[src/rtl/core_mdu_pkg.sv]
// Shared definitions for the execute-stage MDU issue/retire controller:
// one-hot op bit positions, op vector width and the controller state type.
package core_mdu_pkg;

   localparam int MDU_OP_W = 8;

   localparam int MDU_OP_MUL    = 0;
   localparam int MDU_OP_MULH   = 1;
   localparam int MDU_OP_MULHU  = 2;
   localparam int MDU_OP_MULHSU = 3;
   localparam int MDU_OP_DIV    = 4;
   localparam int MDU_OP_DIVU   = 5;
   localparam int MDU_OP_REM    = 6;
   localparam int MDU_OP_REMU   = 7;

   typedef enum logic [1:0] {
      ST_IDLE,
      ST_RUN,
      ST_HOLD
   } mdu_state_e;

endpackage

[src/rtl/core_mdu_fastpath.sv]
// RISC-V divide special cases (divide by zero, signed overflow) resolved
// combinationally so they never occupy the iterative MDU.
module core_mdu_fastpath
   import core_mdu_pkg::*;
#(
   parameter int XLEN = 64
) (
   input  logic [MDU_OP_W-1:0] op,
   input  logic                word,
   input  logic [XLEN-1:0]     rs1,
   input  logic [XLEN-1:0]     rs2,
   output logic                hit,
   output logic [XLEN-1:0]     result
);

   logic            is_mul;
   logic            is_div;
   logic            is_rem;
   logic            is_signed;
   logic            div_zero;
   logic            overflow;
   logic [XLEN-1:0] dividend;

   always_comb begin
      is_mul    = |op[MDU_OP_MULHSU:MDU_OP_MUL];
      is_div    = op[MDU_OP_DIV] | op[MDU_OP_DIVU];
      is_rem    = op[MDU_OP_REM] | op[MDU_OP_REMU];
      is_signed = op[MDU_OP_DIV] | op[MDU_OP_REM];

      // Word ops look only at the low halves; the dividend is returned sign-extended.
      if (word) begin
         dividend = {{(XLEN-32){rs1[31]}}, rs1[31:0]};
         div_zero = (rs2[31:0] == 32'd0);
         overflow = (rs1[31:0] == 32'h8000_0000) && (rs2[31:0] == 32'hFFFF_FFFF);
      end else begin
         dividend = rs1;
         div_zero = (rs2 == '0);
         overflow = (rs1 == {1'b1, {(XLEN-1){1'b0}}}) && (rs2 == '1);
      end

      // NOTE: outputs get a default before the branches so no path infers a latch.
      hit    = 1'b0;
      result = '0;
      if (!is_mul) begin
         if (div_zero && (is_div || is_rem)) begin
            hit    = 1'b1;
            result = is_div ? '1 : dividend;
         end else if (overflow && is_signed) begin
            hit    = 1'b1;
            result = is_div ? dividend : '0;
         end
      end
   end

endmodule

[src/rtl/core_pipe_exec_mdu_ctrl.sv]
// Execute-stage MDU controller: latches one op, holds it on the MDU until
// ready, then holds the (sign-extended) result for writeback.
module core_pipe_exec_mdu_ctrl
   import core_mdu_pkg::*;
#(
   parameter int XLEN = 64
) (
   input  logic                g_clk,
   input  logic                g_reset,
   input  logic                flush,
   input  logic                s_valid,
   output logic                s_ready,
   input  logic [MDU_OP_W-1:0] s_op,
   input  logic                s_word,
   input  logic [XLEN-1:0]     s_rs1,
   input  logic [XLEN-1:0]     s_rs2,
   input  logic [4:0]          s_rd_addr,
   output logic                mdu_valid,
   output logic [MDU_OP_W-1:0] mdu_op,
   output logic                mdu_word,
   output logic [XLEN-1:0]     mdu_rs1,
   output logic [XLEN-1:0]     mdu_rs2,
   output logic                mdu_flush,
   input  logic                mdu_ready,
   input  logic [XLEN-1:0]     mdu_rd,
   output logic                wb_valid,
   input  logic                wb_ready,
   output logic [4:0]          wb_rd_addr,
   output logic [XLEN-1:0]     wb_data,
   output logic                busy
);

   mdu_state_e      state;
   logic            fast_hit;
   logic [XLEN-1:0] fast_result;
   logic            accept;
   logic            complete;

   core_mdu_fastpath #(.XLEN(XLEN)) u_fastpath (
      .op     (s_op),
      .word   (s_word),
      .rs1    (s_rs1),
      .rs2    (s_rs2),
      .hit    (fast_hit),
      .result (fast_result)
   );

   // HOLD can retire and accept in the same cycle, hence the wb_ready term.
   assign s_ready   = !flush && ((state == ST_IDLE) || ((state == ST_HOLD) && wb_ready));
   assign accept    = s_valid && s_ready;
   assign complete  = (state == ST_RUN) && mdu_ready;
   assign mdu_flush = g_reset || flush || complete;

   // NOTE: sequential state uses non-blocking assignments only.
   always_ff @(posedge g_clk) begin
      if (g_reset) begin
         state      <= ST_IDLE;
         mdu_valid  <= 1'b0;
         wb_valid   <= 1'b0;
         busy       <= 1'b0;
         mdu_op     <= '0;
         mdu_word   <= 1'b0;
         mdu_rs1    <= '0;
         mdu_rs2    <= '0;
         wb_rd_addr <= '0;
         wb_data    <= '0;
      end else if (flush) begin
         state     <= ST_IDLE;
         mdu_valid <= 1'b0;
         wb_valid  <= 1'b0;
         busy      <= 1'b0;
      end else if (accept) begin
         mdu_op     <= s_op;
         mdu_word   <= s_word;
         mdu_rs1    <= s_rs1;
         mdu_rs2    <= s_rs2;
         wb_rd_addr <= s_rd_addr;
         busy       <= 1'b1;
         if (fast_hit) begin
            state     <= ST_HOLD;
            mdu_valid <= 1'b0;
            wb_valid  <= 1'b1;
            wb_data   <= fast_result;
         end else begin
            state     <= ST_RUN;
            mdu_valid <= 1'b1;
            wb_valid  <= 1'b0;
         end
      end else if (complete) begin
         state     <= ST_HOLD;
         mdu_valid <= 1'b0;
         wb_valid  <= 1'b1;
         wb_data   <= mdu_word ? {{(XLEN-32){mdu_rd[31]}}, mdu_rd[31:0]} : mdu_rd;
      end else if ((state == ST_HOLD) && wb_ready) begin
         state    <= ST_IDLE;
         wb_valid <= 1'b0;
         busy     <= 1'b0;
      end
   end

endmodule

[config.mk]
export PLATFORM = sky130hd
export DESIGN_NAME = core_pipe_exec_mdu_ctrl
export DESIGN_NICKNAME = d
export VERILOG_FILES = /design/src/rtl/core_mdu_pkg.sv /design/src/rtl/core_mdu_fastpath.sv /design/src/rtl/core_pipe_exec_mdu_ctrl.sv
export SDC_FILE = /design/constraint.sdc
export NUM_CORES = 1
export LEC_CHECK = 0
export ABC_AREA = 1
export CAP_MARGIN = 20
export CORE_AREA = 2 2 166 168
export CTS_CLUSTER_SIZE = 28
export DETAILED_ROUTE_END_ITERATION = 10
export DIE_AREA = 0 0 168 170
export GPL_ROUTABILITY_DRIVEN = 0
export PLACE_DENSITY = 0.72
export SYNTH_ARGS = -nofsm -noshare
export SYNTH_HDL_FRONTEND = slang
export SYNTH_SLANG_ARGS = --single-unit
[constraint.sdc]
create_clock -name g_clk -period 2.9 [get_ports g_clk]
set_clock_uncertainty 0.15 [all_clocks]
set_input_delay 0.87 -clock g_clk [delete_from_list [all_inputs] [get_ports g_clk]]
set_output_delay 0.87 -clock g_clk [all_outputs]
set_load 0.01 [all_outputs]
==> results of run 1 <==
-- synthesized netlist by cell type (2+ instances only) --
library cell    n  share of area
buf_1           5         0.0019
nand2_1       576           0.21
nand4_1         9         0.0056
nor3_1          6         0.0030
buf_2          18         0.0089
o211ai_1        3         0.0022
dfxtp_1       210           0.41
nor2_2          2         0.0012
o21ai_0        37          0.018
buf_4           3         0.0022
buf_8           8          0.012
nand3_1       103          0.051
a21oi_1       178          0.088
nand2_2         3         0.0019
inv_2           6         0.0022
nor2_1        221          0.082
buf_6          14          0.016
inv_1         113          0.042
clkbuf_1       53          0.020
-- cell families (layout without fill, tap and decap cells) --
| group | after synthesis | after routing | synth area share |
|---|---|---|---|
| compound gates | 222 | 222 | 0.112 |
| buf+inv | 223 | 719 | 0.107 |
| flops | 210 | 210 | 0.415 |
| simple gates | 928 | 928 | 0.366 |
| other cells | 0 | 2 | 0 |
-- flip-flops by register name (all words and copies together), names as in the netlist --
register    flops
mdu_rs1        64
mdu_rs2        64
wb_data        64
mdu_op          8
wb_rd_addr      5
busy            1
mdu_valid       1
mdu_word        1
state           1
wb_valid        1
-- power groups by stage --
stage / sequential, mW / clock [mW] / combinational [mW]
final: 3.13 / 2.96 / 1.56
after global routing: 3.15 / 3.13 / 1.70
after CTS: 3.13 / 3.02 / 1.56
after detailed placement: 3.19 / 0 / 1.56
after global placement: 3.19 / 0 / 1.54
after floorplan: 3.26 / 0 / 0.549
-- worst paths after layout --
path | startpoint | endpoint | slack [ps]
worst max-delay path | mdu_ready | mdu_flush | 70
worst min register to register | mdu_rs2[55] | mdu_rs2[55] | 310
worst max register to register | wb_valid | wb_data[33] | 720
worst min-delay path | mdu_rs2[55] | mdu_rs2[55] | 310
-- metal layers --
metal,part of all wire,GRT usage,vias up
li1,-,-,5907
met1,0.41,0.313,5274
met2,0.47,0.439,479
met3,0.081,0.0598,98
met4,0.047,0.120,0
met5,0,0,-
-- metrics by stage --
step | setup TNS, ps | std cells | hold slack, ps | util | area [µm²]
after floorplan | 0 | 1583 | 313 | - | 10100
after global placement | -26300 | 2377 | 300 | 0.576 | 15400
after detailed placement | -24890 | 2377 | 306 | 0.576 | 15400
after CTS | 0 | 2420 | 315 | 0.605 | 16100
after global routing | -56.1 | 2422 | 329 | 0.605 | 16100
final | 0 | 2422 | 312 | 0.605 | 16100
-- area by class of cell --
type,instances,area share
Antenna cell,2,0.000310
Clock buffer,39,0.0458
Clock inverter,4,0.00124
Inverter,120,0.0283
Multi-Input combinational cell,1150,0.302
Sequential cell,210,0.261
Tap cell,341,0.0265
Timing Repair Buffer,556,0.335
-- worst min-delay path: stages (launching register included) --
cell and delay (ps):
dfxtp_1 310, nand2_1 60, a21oi_1 50
-- timing repair --
action / 4_1_cts / 5_1_grt
cloned: 0 / 0
pin swaps: 1 / 1
endpoints found under the setup margin: 2 / 45
hold buffers: 0 / 0
gates resized for setup: 3 / 5
==> flow_metrics.py, run 1 <==
metrics = {
    "layout": {
        "nets": 2275,
        "layout-drive-gt1-share": 0.0943,
        "layout_commonest_cell": "nand2_1",
        "syn2layout_area_growth_pct": 59.2,
        "num-fill-cells": 2434,
        "regArea_mm2": 0.00420,
        "multiInputGateArea_mm2": 0.00487,
        "final_cell_mix": "575 x nand2_1, 418 x clkdlybuf4s50_1, 220 x nor2_1, 210 x dfxtp_1, 178 x a21oi_1",
    },
    "placed_design": {
        "dpl_worst_slack_ps": -403,
        "place_hpwl_um": 28300,
        "port_buffers": 422,
    },
    "power": {
        "seq_power_share": 0.409,
        "intPower_mw": 5.60,
        "clockPowerShare": 0.387,
        "leakagePower_nw": 7.13,
        "p_per_area_mw_per_mm2": 475,
        "power.switching_mw": 2.06,
        "total_power_mw": 7.66,
        "switching_share": 0.269,
        "peakVddDrop_mv": 0.396,
        "combPwrFrac": 0.204,
    },
    "global_routing": {
        "grt_antenna_before_repair": 2,
        "first_global_vias": 11200,
        "grt_max_degree": 77,
        "grt_usage": 0.259,
        "grt_overflow": 0,
        "grt_pass1_wl_um": 59500,
    },
    "timing": {
        "slew_violations": 0,
        "setup_ws_ps": 73.1,
        "finalSetupViolations": 0,
        "worstMarginPinSlew_ps": 679,
        "hold_viol_final": 0,
        "period_needed_ps": 2830,
        "fmaxAchievable_mhz": 354,
        "post-route-period-util": 0.975,
        "rsz0062_at_grt": "yes",
        "slew_headroom": 0.548,
    },
    "floorplanning": {
        "initial_utilization": 0.380,
        "boundaryPins": 423,
        "num_rows": 60,
        "design.core.area_mm2": 0.0267,
        "dieArea_mm2": 0.0286,
        "fp.dieW_um": 168,
        "die_h_um": 170,
    },
    "setup_path": {
        "path_class": "input pin to primary output",
        "start_kind": "input pin",
        "required_ps": 1880,
        "arrival_ps": 1810,
        "cp_num_buf_inv": 2,
        "path_max_fanout": 2,
        "end_kind": "primary output",
        "max_stage_delay_ps": 460,
        "r2r_cells": 12,
        "path_delay_family": "buffers and inverters",
        "crit_cells": 4,
        "slowest_stage": "clkdlybuf4s50_1",
        "cp_cell_sequence": "clkdlybuf4s50_1 > nand3_1 > nand2_1 > dlygate4sd2_1",
    },
    "clock_tree": {
        "clockBufferDepth": 3,
        "clock-sinks": 210,
        "h-tree-depth": 1,
        "clkLatencyLatePin_ps": 510,
        "cts_inserted_buffers": 25,
        "post-cts-setup-buffers": 0,
        "tritoncts": "built",
        "clk_pin_slew_ps": 60,
        "root_buffer": "clkbuf_16",
    },
    "yosys": {
        "async_flop_share": 0,
        "yosysSeqAreaShare": 0.415,
        "synth_area_mm2": 0.0101,
        "syn_nets": 1795,
        "ys_ff_latch": 210,
        "avgSynthCellArea_um2": 6.40,
        "synth_cells": 1583,
        "synth_edf_count": 0,
        "synth.distinct_cells": 34,
        "synth-main-ff-cell": "dfxtp_1",
        "yosys_warnings": 0,
    },
    "routing": {
        "vias": 11800,
        "vias_per_cell": 4.85,
        "drtPass1Iterations": 6,
        "drc": 0,
        "drt_iter0_markers": 963,
        "routedWlPerCell_um": 16.0,
        "drtAntennaViolNets": 0,
        "totalWireLength_um": 38700,
    },
    "hold_path": {
        "holdPathStages": 2,
        "min_path_type": "register to register",
    },
    "run_status": {
        "status": "finished clean",
    },
    "run": {
        "cap_violations": 0,
    },
}
No activity file was read; power rests on OpenSTA's default activity.
==> inputs of run 2 (changes only) <==
--- a/constraint.sdc
+++ b/constraint.sdc
@@ -4,2 +4,2 @@
 set_output_delay 0.87 -clock g_clk [all_outputs]
-set_load 0.01 [all_outputs]
+set_load 0.05 [all_outputs]
==> run 2 against run 1 <==
Effect of this change: global-route usage barely moved; power increased by 9.4%; via count is 1.0% higher; final area up 1.2%; worst setup slack gained 2.3 ps; critical path type is now register to primary output; critical endpoint is now mdu_word; highest routed layer unchanged.
==> flow_metrics.py, run 2 (synthesis gave the netlist of run 1 again) <==
metrics = {
    "run_status": {
        "status": "finished clean",
    },
    "setup_path": {
        "cp_cell_sequence": "clkdlybuf4s50_1",
        "max_stage_delay_ps": 900,
        "cp_num_buf_inv": 1,
        "path_class": "register to primary output",
        "slowest_stage": "clkdlybuf4s50_1",
        "required_ps": 1880,
        "start_kind": "register",
        "crit_cells": 1,
        "path_max_fanout": 3,
        "end_kind": "primary output",
        "path_delay_family": "buffers and inverters",
        "arrival_ps": 1800,
        "r2r_cells": 12,
    },
    "global_routing": {
        "first_global_vias": 11400,
        "grt_overflow": 0,
        "grt_usage": 0.260,
        "grt_max_degree": 102,
        "grt_pass1_wl_um": 60000,
        "grt_antenna_before_repair": 1,
    },
    "clock_tree": {
        "clkLatencyLatePin_ps": 520,
        "clk_pin_slew_ps": 60,
        "root_buffer": "clkbuf_16",
        "h-tree-depth": 1,
        "tritoncts": "built",
        "cts_inserted_buffers": 24,
        "clock-sinks": 210,
        "clockBufferDepth": 3,
        "hold_buffers": 0,
    },
    "floorplanning": {
        "boundaryPins": 423,
        "design.core.area_mm2": 0.0267,
        "dieArea_mm2": 0.0286,
        "fp.dieW_um": 168,
        "num_rows": 60,
        "die_h_um": 170,
        "initial_utilization": 0.380,
    },
    "routing": {
        "routedWlPerCell_um": 16.4,
        "totalWireLength_um": 39700,
        "drc": 0,
        "drtPass1Iterations": 7,
        "drtAntennaViolNets": 0,
        "vias": 11900,
        "drt_iter0_markers": 833,
        "vias_per_cell": 4.91,
    },
    "hold_path": {
        "min_path_type": "register to register",
        "holdPathStages": 2,
    },
    "timing": {
        "period_needed_ps": 2820,
        "hold_viol_final": 0,
        "slew_violations": 0,
        "finalSetupViolations": 0,
        "post-route-period-util": 0.974,
        "fmaxAchievable_mhz": 354,
        "setup_ws_ps": 75.4,
        "worstMarginPinSlew_ps": 927,
        "slew_headroom": 0.382,
    },
    "power": {
        "p_per_area_mw_per_mm2": 514,
        "leakagePower_nw": 7.24,
        "clockPowerShare": 0.379,
        "peakVddDrop_mv": 0.447,
        "power.switching_mw": 2.59,
        "combPwrFrac": 0.247,
        "intPower_mw": 5.79,
        "switching_share": 0.309,
        "seq_power_share": 0.374,
    },
    "layout": {
        "syn2layout_area_growth_pct": 61.1,
        "nets": 2273,
        "final_cell_mix": "575 x nand2_1, 417 x clkdlybuf4s50_1, 218 x nor2_1, 210 x dfxtp_1, 178 x a21oi_1",
        "layout_commonest_cell": "nand2_1",
        "num-fill-cells": 2422,
        "reg_top3": "mdu_rs1: 64 flops, mdu_rs2: 64 flops, wb_data: 64 flops",
        "layout-drive-gt1-share": 0.0981,
        "post-route-util": 0.612,
    },
    "run": {
        "cap_violations": 0,
    },
    "placed_design": {
        "place_hpwl_um": 27900,
        "dpl_worst_slack_ps": -572,
        "port_buffers": 422,
    },
}
==> run 2: cell count changes in the layout (fill, tap and decap cells not counted), sizes merged <==
cell,delta
clkbuf,-2
dlygate4sd2,-2
clkdlybuf4s50,-1
clkinv,+2
inv,+1
bufinv,+2
buf,-2
dlymetal6s2s,+1
clkinvlp,+1
diode,-1
==> run 2: power by group through the flow <==
stage | Clock [mW] | Combinational, mW | Sequential (mW)
floorplan | 0 | 0.555 | 3.73
CTS | 3.25 | 2.04 | 3.13
global route | 3.36 | 2.21 | 3.15
detailed placement | 0 | 2.03 | 3.19
finish | 3.18 | 2.07 | 3.13
global placement | 0 | 2.02 | 3.19
==> run 2: path summary, 6_finish.rpt <==
kind	from	end	slack, ps
setup / recovery	mdu_word	mdu_word	80
hold / removal	mdu_rs2[41]	mdu_rs2[41]	310
setup reg to reg	wb_valid	wb_data[54]	880
hold reg to reg	mdu_rs2[41]	mdu_rs2[41]	310
==> run 2: layout make-up <==
cell class              count  area [µm²]  share of cell area
inverters                 120         457              0.0280
clock inverters            10         106             0.00652
diodes                      1        2.50            0.000153
repair buffers            555        5530               0.339
clock buffers              34         719              0.0441
well taps                 341         427              0.0261
multi-input cells        1150        4870               0.299
flip-flops and latches    210        4200               0.258
==> run 2: per-stage QoR <==
step | instance area (µm²) | hold WS [ps] | cells | total power [mW] | TNS (ps)
final | 16300 | 313 | 2421 | 8.38 | 0
after global placement | 15300 | 301 | 2369 | 5.21 | -37390
after floorplan | 10100 | 313 | 1583 | 4.29 | 0
after global routing | 16300 | 330 | 2421 | 8.72 | -66.1
after CTS | 16100 | 314 | 2413 | 8.42 | 0
after detailed placement | 15300 | 305 | 2369 | 5.22 | -33160
==> run 2: timing repair <==
action	in CTS	in global routing
resized for setup	1	7
cloned	0	5
setup buffers	0	2
endpoints found under the setup margin	1	9
==> run 2: tightest hold or removal path: cells and delay by family (launching register included) <==
family | cells | cell delay [ps]
AOI/OAI and AO/OA | 1 | 50
DFF | 1 | 310
and+or+nand+nor | 1 | 60
==> run 2: layer usage <==
| metal | vias up | track usage | wire length [µm] |
|---|---|---|---|
| li1 | 5905 | - | - |
| met1 | 5368 | 0.313 | 15900 |
| met2 | 507 | 0.447 | 18800 |
| met3 | 100 | 0.0623 | 3300 |
| met4 | 0 | 0.101 | 1610 |
| met5 | - | 0 | 0 |
==> inputs of run 3 (changes only) <==
- CTS_CLUSTER_DIAMETER: default -> 100
- clock period: 2.9 -> 2.64 ns (I/O delays scaled with it)
==> run 3 against run 2 <==
Effect of this change: clock-buffer cell count shrank 22; cell count shrank 0.21%; power shrank 9.5%; critical path type unchanged; largest cell class unchanged; highest routed layer unchanged.
==> flow_metrics.py, run 3 (synthesis gave the netlist of run 1 again) <==
metrics = {
    "run_status": {
        "status": "finished clean",
    },
    "routing": {
        "vias_per_cell": 4.93,
        "routedWlPerCell_um": 16.8,
        "drtAntennaViolNets": 0,
        "top_layer_used": "met4",
        "vias": 11900,
        "drc": 0,
        "wl_met2_um": 19200,
        "drtPass1Iterations": 6,
        "dr_wl_met3_um": 3140,
        "totalWireLength_um": 40600,
        "wl_met1_um": 16500,
        "drt_iter0_markers": 999,
    },
    "floorplanning": {
        "num_rows": 60,
        "initial_utilization": 0.380,
        "fp.dieW_um": 168,
        "design.core.area_mm2": 0.0267,
        "boundaryPins": 423,
        "die_h_um": 170,
        "dieArea_mm2": 0.0286,
    },
    "layout": {
        "nets": 2282,
        "syn2layout_area_growth_pct": 64.6,
        "post-route-util": 0.626,
        "num-fill-cells": 2374,
        "regArea_mm2": 0.00420,
        "layout_commonest_cell": "nand2_1",
        "reg_top3": "mdu_rs1: 64 flops, mdu_rs2: 64 flops, wb_data: 64 flops",
        "multiInputGateArea_mm2": 0.00510,
        "final_cell_mix": "563 x nand2_1, 235 x clkdlybuf4s50_1, 210 x dfxtp_1, 192 x nor2_1, 177 x a21oi_1",
        "layout-drive-gt1-share": 0.127,
    },
    "hold_path": {
        "whs_endpoint": "mdu_rs2[15]",
        "min_path_type": "register to register",
        "hp-start": "mdu_rs2[15]",
        "holdPathStages": 2,
    },
    "power": {
        "p_per_area_mw_per_mm2": 455,
        "peakVddDrop_mv": 0.393,
        "total_power_mw": 7.59,
        "leakagePower_nw": 9.06,
    },
    "timing": {
        "fmaxAchievable_mhz": 383,
        "worstMarginPinSlew_ps": 952,
        "post-route-period-util": 0.988,
        "hold_viol_final": 0,
        "slew_headroom": 0.366,
        "finalSetupViolations": 0,
        "holdWs_ps": 320,
        "period_needed_ps": 2610,
        "slew_violations": 0,
    },
    "clock_tree": {
        "clk_pin_slew_ps": 110,
        "cts_inserted_buffers": 11,
        "clockBufferDepth": 3,
        "hold_buffers": 0,
        "root_buffer": "clkbuf_16",
        "clkLatencyLatePin_ps": 480,
        "h-tree-depth": 1,
        "clock-sinks": 210,
        "tritoncts": "built",
    },
    "setup_path": {
        "cp_num_buf_inv": 1,
        "r2r-end": "wb_data[39]",
        "start_kind": "register",
        "r2r_cells": 13,
        "path_delay_family": "buffers and inverters",
        "path_max_fanout": 2,
        "r2r_slack_ps": 490,
        "arrival_ps": 1670,
        "cp_cell_sequence": "clkdlybuf4s50_1",
        "end_kind": "primary output",
        "max_stage_delay_ps": 830,
        "path_class": "register to primary output",
        "timing.rr.start": "wb_valid",
        "slowest_stage": "clkdlybuf4s50_1",
        "required_ps": 1700,
    },
    "global_routing": {
        "grt_antenna_before_repair": 4,
        "grt_overflow": 0,
        "first_global_vias": 10900,
        "grt_pass1_wl_um": 57700,
        "grt_usage": 0.252,
        "grt_max_degree": 84,
    },
    "run": {
        "cap_violations": 0,
    },
    "placed_design": {
        "port_buffers": 422,
        "place_hpwl_um": 28200,
    },
}
[run 3: cell count changes in the layout (fill, tap and decap cells not counted), moves of 13 or more]
cell / before / now
buf_4: 114 / 127
clkdlybuf4s50_1: 417 / 235
dlygate4sd2_1: 0 / 14
dlymetal6s2s_1: 1 / 164
nor2_1: 218 / 192
nor2_2: 5 / 26
[run 3: area by class of cell]
class | instances | share of cell area
tap | 341 | 0.0256
timing repair buffer | 577 | 0.371
clock inverter | 2 | 0.000975
clock buffer | 12 | 0.0167
antenna | 4 | 0.000600
multi-input combinational | 1150 | 0.306
sequential | 210 | 0.252
inverter | 120 | 0.0274
[run 3: power by group]
| group | switching [mW] | internal [mW] | total (mW) | leakage, nW |
|---|---|---|---|---|
| registers | 0.0930 | 3.34 | 3.44 | 1.72 |
| logic | 1.38 | 0.926 | 2.31 | 7.20 |
| clock network | 1.07 | 0.776 | 1.84 | 0.141 |
| total | 2.55 | 5.04 | 7.59 | 9.06 |
[run 3: what timing repair did]
| item | CTS | global route |
|---|---|---|
| endpoints found under the setup margin | 78 | 113 |
| endpoints found under the hold margin | 0 | 0 |
| cloned | 0 | 13 |
| setup buffers | 1 | 8 |
| pin swaps | 1 | 77 |
| gates resized for setup | 18 | 246 |
[run 3: how the worst max path moves through the flow]
stage                       end  cells past startpoint  slack [ps]         from
finish              mdu_rs1[61]                      1          30  mdu_rs1[61]
global route        wb_data[29]                     18         -40    s_rs1[42]
CTS                 wb_data[40]                     18         -30    s_rs2[33]
detailed placement  wb_data[40]                     15        -630    s_rs2[61]
global placement    wb_data[35]                     15        -660    s_rs2[61]
floorplan            mdu_rs1[0]                      9         170        flush
[run 3: routing by layer]
layer	vias to the layer above	global-route usage
met2	507	0.427
met3	87	0.0623
met1	5402	0.304
met5	-	0
met4	0	0.110
li1	5906	-
[run 3: through the flow]
stage,setup WS (ps),setup TNS (ps),instances,instance area [µm²]
4_1_cts,-30.9,-84.5,2391,15700
2_1_floorplan,175,0,1583,10100
3_5_place_dp,-625,-45180,2376,15400
3_3_place_gp,-658,-46170,2376,15400
5_1_grt,-43.1,-241,2416,16700
6_report,30.8,0,2416,16700
